`src/rtl/clk_div_tuner.sv`:
```
// Adaptive clock-divide tuner: walks the divide ratio down from DIV_MAX until the
// comparator reports an error, backs off one step and locks; also paces clk_en.
module clk_div_tuner #(
    parameter int DIV_W    = 8,
    parameter int DIV_MAX  = 16,
    parameter int DIV_MIN  = 1,
    parameter int PASS_CNT = 8,
    parameter int SETTLE   = 4
) (
    input  logic             clk,
    input  logic             rst,
    input  logic             start,
    input  logic             smp_valid,
    input  logic             err_flag,
    output logic [DIV_W-1:0] clk_div,
    output logic             clk_en,
    output logic             busy,
    output logic             done,
    output logic             fail
);

    localparam int PW = $clog2(PASS_CNT + 1);
    localparam int SW = $clog2(SETTLE + 1);

    localparam logic [DIV_W-1:0] RATIO_MAX   = DIV_W'(DIV_MAX);
    localparam logic [DIV_W-1:0] RATIO_MIN   = DIV_W'(DIV_MIN);
    localparam logic [PW-1:0]    PASS_LAST   = PW'(PASS_CNT - 1);
    localparam logic [SW-1:0]    SETTLE_LAST = SW'(SETTLE - 1);

    typedef enum logic [2:0] {
        ST_IDLE,
        ST_SETTLE,
        ST_PROBE,
        ST_LOCKED,
        ST_FAIL
    } state_t;

    state_t           state, state_nxt;
    logic [DIV_W-1:0] div_nxt;
    logic [DIV_W-1:0] div_cnt, cnt_nxt;
    logic [PW-1:0]    pass_cnt, pass_nxt;
    logic [SW-1:0]    settle_cnt, settle_nxt;
    logic             div_write;
    logic             en_nxt;

    always_ff @(posedge clk) begin
        if (rst) begin
            state      <= ST_IDLE;
            clk_div    <= RATIO_MAX;
            div_cnt    <= '0;
            pass_cnt   <= '0;
            settle_cnt <= '0;
            clk_en     <= 1'b0;
            busy       <= 1'b0;
            done       <= 1'b0;
            fail       <= 1'b0;
        end else begin
            state      <= state_nxt;
            clk_div    <= div_nxt;
            div_cnt    <= cnt_nxt;
            pass_cnt   <= pass_nxt;
            settle_cnt <= settle_nxt;
            clk_en     <= en_nxt;
            busy       <= (state_nxt == ST_SETTLE) || (state_nxt == ST_PROBE);
            done       <= (state_nxt == ST_LOCKED) || (state_nxt == ST_FAIL);
            fail       <= (state_nxt == ST_FAIL);
        end
    end

    always_comb begin
        state_nxt  = state;
        div_nxt    = clk_div;
        pass_nxt   = pass_cnt;
        settle_nxt = settle_cnt;
        div_write  = 1'b0;

        case (state)
            ST_IDLE, ST_LOCKED, ST_FAIL: begin
                if (start) begin
                    state_nxt  = ST_SETTLE;
                    div_nxt    = RATIO_MAX;
                    div_write  = 1'b1;
                    pass_nxt   = '0;
                    settle_nxt = '0;
                end
            end
            ST_SETTLE: begin
                if (smp_valid) begin
                    if (settle_cnt == SETTLE_LAST) begin
                        state_nxt  = ST_PROBE;
                        pass_nxt   = '0;
                        settle_nxt = '0;
                    end else begin
                        settle_nxt = settle_cnt + 1'b1;
                    end
                end
            end
            ST_PROBE: begin
                if (smp_valid) begin
                    if (err_flag) begin
                        // An error at the slowest ratio leaves nowhere to back off to
                        if (clk_div == RATIO_MAX) begin
                            state_nxt = ST_FAIL;
                        end else begin
                            div_nxt   = clk_div + 1'b1;
                            div_write = 1'b1;
                            state_nxt = ST_LOCKED;
                        end
                    end else if (pass_cnt == PASS_LAST) begin
                        pass_nxt = '0;
                        if (clk_div == RATIO_MIN) begin
                            state_nxt = ST_LOCKED;
                        end else begin
                            div_nxt    = clk_div - 1'b1;
                            div_write  = 1'b1;
                            state_nxt  = ST_SETTLE;
                            settle_nxt = '0;
                        end
                    end else begin
                        pass_nxt = pass_cnt + 1'b1;
                    end
                end
            end
            default: state_nxt = ST_IDLE;
        endcase
    end

    // A ratio write restarts the strobe period; clk_en is registered from the next count
    always_comb begin
        cnt_nxt = div_cnt + 1'b1;
        if (div_write || (div_cnt == clk_div - 1'b1)) begin
            cnt_nxt = '0;
        end
        en_nxt = (cnt_nxt == div_nxt - 1'b1);
    end

endmodule

```
`config.mk`:
```
export PLATFORM = sky130hd
export DESIGN_NAME = clk_div_tuner
export DESIGN_NICKNAME = d
export VERILOG_FILES = /design/src/rtl/clk_div_tuner.sv
export SDC_FILE = /design/constraint.sdc
export NUM_CORES = 1
export LEC_CHECK = 0
export CORE_MARGIN = 2
export CORE_UTILIZATION = 55
export CTS_CLUSTER_SIZE = 25
export DETAILED_ROUTE_END_ITERATION = 7
export MAX_ROUTING_LAYER = met4
export PLACE_DENSITY = 0.83
export SLEW_MARGIN = 10
export SYNTH_ARGS = -nofsm -noshare
export SYNTH_HDL_FRONTEND = slang
export SYNTH_SLANG_ARGS = --single-unit
```
`constraint.sdc`:
```
create_clock -name clk -period 3.6 [get_ports clk]
set_input_delay 0.72 -clock clk [delete_from_list [all_inputs] [get_ports clk]]
set_output_delay 0.72 -clock clk [all_outputs]
set_load 0.01 [all_outputs]
```
# After elaboration in Yosys (flattened, before gate mapping)
# Cells that the tools add are included.
[op_classes]
n_eq_ne = 21
n_reduce_logical = 8
addsub = 6
muxes = 39
[op_table]
columns = ["operator", "count"]
rows = [
  ["8-bit 2-to-1 mux", 7],
  ["3-bit 2-to-1 mux", 14],
  ["4-bit 2-to-1 mux", 6],
  ["3-bit case mux with 3 select lines", 2],
  ["8-bit by 1-bit adder with 8-bit output, second input constant", 2],
  ["8-bit equality test", 2],
  ["8-bit case mux with 2 select lines", 1],
  ["8-bit by 1-bit subtractor with 8-bit output, second input constant", 2],
  ["3-bit by 2-bit equality test with 1-bit output, second input constant", 5],
  ["2-bit != test, second input constant", 7],
  ["4-bit case mux with 3 select lines", 1],
  ["8-bit by 1-bit equality test with 1-bit output, second input constant", 1],
  ["8-bit by 5-bit equality test with 1-bit output, second input constant", 1],
  ["7-bit AND reduction", 1],
  ["3-bit by 1-bit equality test with 1-bit output, second input constant", 2],
  ["3-bit equality test, second input constant", 2],
  ["1-bit 2-to-1 mux", 6],
  ["6-bit AND reduction", 1],
  ["4-bit by 1-bit adder with 4-bit output, second input constant", 1],
  ["4-bit by 3-bit equality test with 1-bit output, second input constant", 1],
  ["3-bit by 1-bit adder with 3-bit output, second input constant", 1],
  ["3-bit logical NOT", 1],
  ["1-bit logical OR", 3],
  ["3-bit nonzero test", 1],
  ["3 further kinds", 3],
]
[word_totals]
inputBits = 5
out_inout_bits = 12
elab_cells = 83
ff_bits = 30

# Longest topological paths before layout
[depth]
word_depth = 9
mapped_depth = 14
ltp_nobuf = 12

# Worst setup path after synthesis
# OpenSTA, ideal clock, no wires.
[synth_timing]
kind = "reg2reg"
from = "register clk_div[1]"
to = "register clk_en"
setup_ns = 0.088
setup_slack_ns = 0.376
path_stages_with_launch = 15
required_ns = 3.512
period_less_slack_ns = 3.224
arrival_time_ns = 3.136
path_cell_list = "dfxtp_1 > clkbuf_1 > inv_1 > ha_1 > or3b_1 > buf_6 > o31ai_2 > o21a_2 > a21oi_2 > ha_1 > nand2_1 > nor2_1 > a311o_1 > a32o_1 > nor4_2"
[synth_via]
elab_chain_len = 9
elab_cells_between_ends = 22
classes_between = "add/sub: 3; eq/ne: 4; mux: 14; reduce/logical: 1"
[synth_lines]
columns = ["element", "line", "rtl"]
rows = [
  ["from (decl)", "15", "output logic [DIV_W-1:0] clk_div,"],
  ["from (signal assigned)", "59", "clk_div <= div_nxt;"],
  ["branches (longest 8 deep; another with 8-bit by 1-bit subtractor with 8-bit output)", "--", ""],
  ["8-bit equality test *", "134", "en_nxt = (cnt_nxt == div_nxt - 1'b1);"],
  ["to (signal assigned)", "63", "clk_en <= en_nxt;"],
  ["to (decl)", "16", "output logic clk_en,"],
]
# Mark *: on every way between the ends.
# A chain may end at the register's enable or synchronous reset.

# Worst setup path after layout
[layout_timing]
from = "input port err_flag"
to = "register clk_en"
[layout_via]
elab_chain_len = 6
elab_cells_between_ends = 10
classes_between = "add/sub: 1; eq/ne: 1; mux: 7; reduce/logical: 1"
[layout_lines]
columns = ["element", "line", "rtl"]
rows = [
  ["from (decl)", "14", "input logic err_flag,"],
  ["branches (longest 5 deep; another with 8-bit by 1-bit subtractor with 8-bit output)", "--", ""],
  ["8-bit equality test *", "134", ""],
]
# Marks and branches as above.

==> flow_metrics.py <==
metrics = {
    "outcome": {
        "status": "complete, no violations",
    },
    "detailed_routing": {
        "via_per_inst": 6.34,
        "vias": 2471,
        "drt_iter0_drc": 426,
        "postRouteAntennaNets": 0,
        "wl_per_cell_um": 16.4,
        "drt_pass1_iterations": 5,
        "wl_um": 6410,
        "drc": 0,
    },
    "global_routing": {
        "antenna_found_initial": 0,
        "first_global_vias": 2216,
        "grt_first_pass_wirelength_um": 10500,
        "grt_max_degree": 20,
        "gr-total-overflow": 0,
        "gr-usage-all-layers_pct": 26.7,
    },
    "finish": {
        "final_nets": 349,
        "synthToLayoutAreaGrowth_pct": 13.0,
        "diodes": 0,
        "drive_above_1_share_pct": 14.8,
        "stdcell_count": 390,
    },
    "yosys": {
        "synth.most_common_cell": "nor2_1",
        "synthTopCellsByCount": "nor2_1 (45), dfxtp_1 (30), a21oi_1 (20)",
        "synth.net_count": 328,
        "ys_ff_latch": 30,
        "synthFlopType": "dfxtp_1",
        "synthTopCellsByArea": "dfxtp_1 (24%), nor2_1 (6.7%), xor2_1 (4.8%), a21oi_1 (3.9%), ha_1 (3.5%)",
        "synth_top_cell_by_area": "dfxtp_1",
        "ys_seq_area_share_pct": 23.7,
        "synth.top_cell.area_share_pct": 23.7,
        "synthCells": 316,
        "avgSynthCellArea_um2": 8.02,
        "async_reset_ff_share_pct": 0,
        "synth-edff-count": 0,
        "yosys_warnings": 0,
        "synth.distinct_cells": 76,
        "syn_area_um2": 2530,
    },
    "worst_setup_path": {
        "cp.arrival_ns": 3.54,
        "crit_slowest_cell": "clkdlybuf4s50_1",
        "cp_max_fo": 6,
        "criticalPathCategory": "input pin to register",
        "cp-end-kind": "register",
        "startpoint_type": "input pin",
        "crit_top_cell": "a32o_1",
        "slowest_delay_ns": 0.59,
        "worstPathCellList": "clkdlybuf4s50_1 -> inv_1 -> a32o_1 -> o311a_1 -> a21oi_1 -> ha_1 -> nand2_1 -> nor2_1 -> o21ai_0 -> a32o_1 -> nor4_2",
        "worstPathRequired_ns": 3.80,
    },
    "timing": {
        "final.setup_skew_ns": 0.00782,
        "rsz0062_at_grt": "no",
        "slew_violations": 0,
        "slew_headroom_pct": 51.8,
        "finalHoldViolations": 0,
        "setup-violations-final": 0,
        "setup_tns_ns": 0,
        "period_share_pct": 92.8,
        "worst_pin_slew_ns": 0.721,
        "fmax_ghz": 0.299,
        "fin_crit_ns": 3.34,
    },
    "clock_tree": {
        "cts_root_buf": "clkbuf_8",
        "clk_pin_slew_ns": 0.07,
        "cts_buffers": 5,
        "cts.path.max_buffers": 2,
        "cts_sinks": 30,
        "clkLatencyLatePin_ns": 0.29,
        "hold_buffers": 0,
        "postCtsSetupBuffers": 0,
        "htreeDepth": 2,
        "ctsResizeCount": 0,
        "cts_tree": "done",
    },
    "power": {
        "powerDensity_nw_per_um2": 269,
        "finalPower_uw": 769,
        "power_leakage_nw": 1.12,
        "peakVddDrop_v": 0.000288,
    },
    "die": {
        "core.rowCount": 24,
        "start_util_pct": 57.8,
        "die_x_um": 71.9,
        "io_pins": 17,
        "coreArea_um2": 4380,
        "design.die.area_um2": 5170,
        "die_y_um": 71.9,
    },
    "placed_design": {
        "place.gp.congestion": 1.08,
        "place_inst": 382,
        "dp_hpwl_um": 4760,
        "port_buffers": 16,
    },
    "min_path": {
        "hold_path.class": "register to register",
    },
    "flow_run": {
        "cap_violations": 0,
    },
}
[logic make-up after synthesis]
kind of cell               count (synthesis)  synth area share, %
buffers and inverters                     29                 7.21
AOI/OAI and AO/OA                         77                 22.3
DFF                                       30                 23.7
adders and majority gates                  7                 3.45
xor gates and xnor gates                  25                 9.38
and+or+nand+nor                          145                 32.8
muxes                                      3                 1.23
[worst paths after layout]
check,from,to,slack [ns],depth (start not counted)
max,err_flag,clk_en,0.26,11
min,settle_cnt[1],settle_cnt[1],0.48,2
max reg2reg,clk_div[1],clk_en,0.42,12
min reg2reg,settle_cnt[1],settle_cnt[1],0.48,2
[through the flow]
step / instance area (um^2) / setup WS, ns / hold WS [ns] / utilization (%)
after floorplan: 2530 / 0.376 / 0.449 / -
after global placement: 2750 / 0.0882 / 0.461 / 62.7
after detailed placement: 2750 / 0.0165 / 0.468 / 62.7
after CTS: 2860 / 0.309 / 0.479 / 65.3
after global routing: 2860 / 0.0726 / 0.524 / 65.3
final: 2860 / 0.260 / 0.479 / 65.3
[registers in the layout, indices dropped and copies added, names as in the netlist]
name	count
clk_en	1
fail	1
div_cnt	8
busy	1
state	3
clk_div	8
done	1
settle_cnt	3
pass_cnt	4
[critical path: cells and delay by family]
kind | cells | cell delay (ns)
fa+ha+maj | 1 | 0.28
simple gates | 3 | 0.48
compound gates | 5 | 1.33
buf+inv | 2 | 0.74
[placed cells by master, fill, tap and decap left out, types with 7 or more instances in the layout]
| master | n |
|---|---|
| nor2_1 | 45 |
| dfxtp_1 | 30 |
| a21oi_1 | 20 |
| buf_4 | 19 |
| clkdlybuf4s50_1 | 16 |
| nand3_1 | 14 |
| xor2_1 | 14 |
| nor3_1 | 13 |
| nand2_1 | 13 |
| xnor2_1 | 10 |
| o21ai_0 | 9 |
| inv_1 | 8 |
| o211ai_1 | 7 |
| ha_1 | 7 |
[power breakdown]
| group | leakage [nW] | internal, mW | switching (mW) | total [mW] |
|---|---|---|---|---|
| clock | 0.0504 | 0.206 | 0.143 | 0.348 |
| sequential | 0.243 | 0.337 | 0.00930 | 0.346 |
| combinational | 0.828 | 0.0335 | 0.0413 | 0.0748 |
[area by class of cell]
class                      count  area (um^2)
clock buffer                   5         68.8
clock inverter                 3         45.0
fill                         370         1520
inverter                       8         30.0
multi-input combinational    257         1750
sequential                    30          601
tap                           52         65.1
timing repair buffer          35          303
[metal layers]
layer	vias to the layer above	GRT usage, %	wire length (um)
met5	-	-	0
met4	0	8.60	109
met3	15	4.58	477
met2	110	39.9	2920
met1	1152	36.8	2910
li1	1194	-	-
Note: power is estimated with default switching activity, not from simulation.
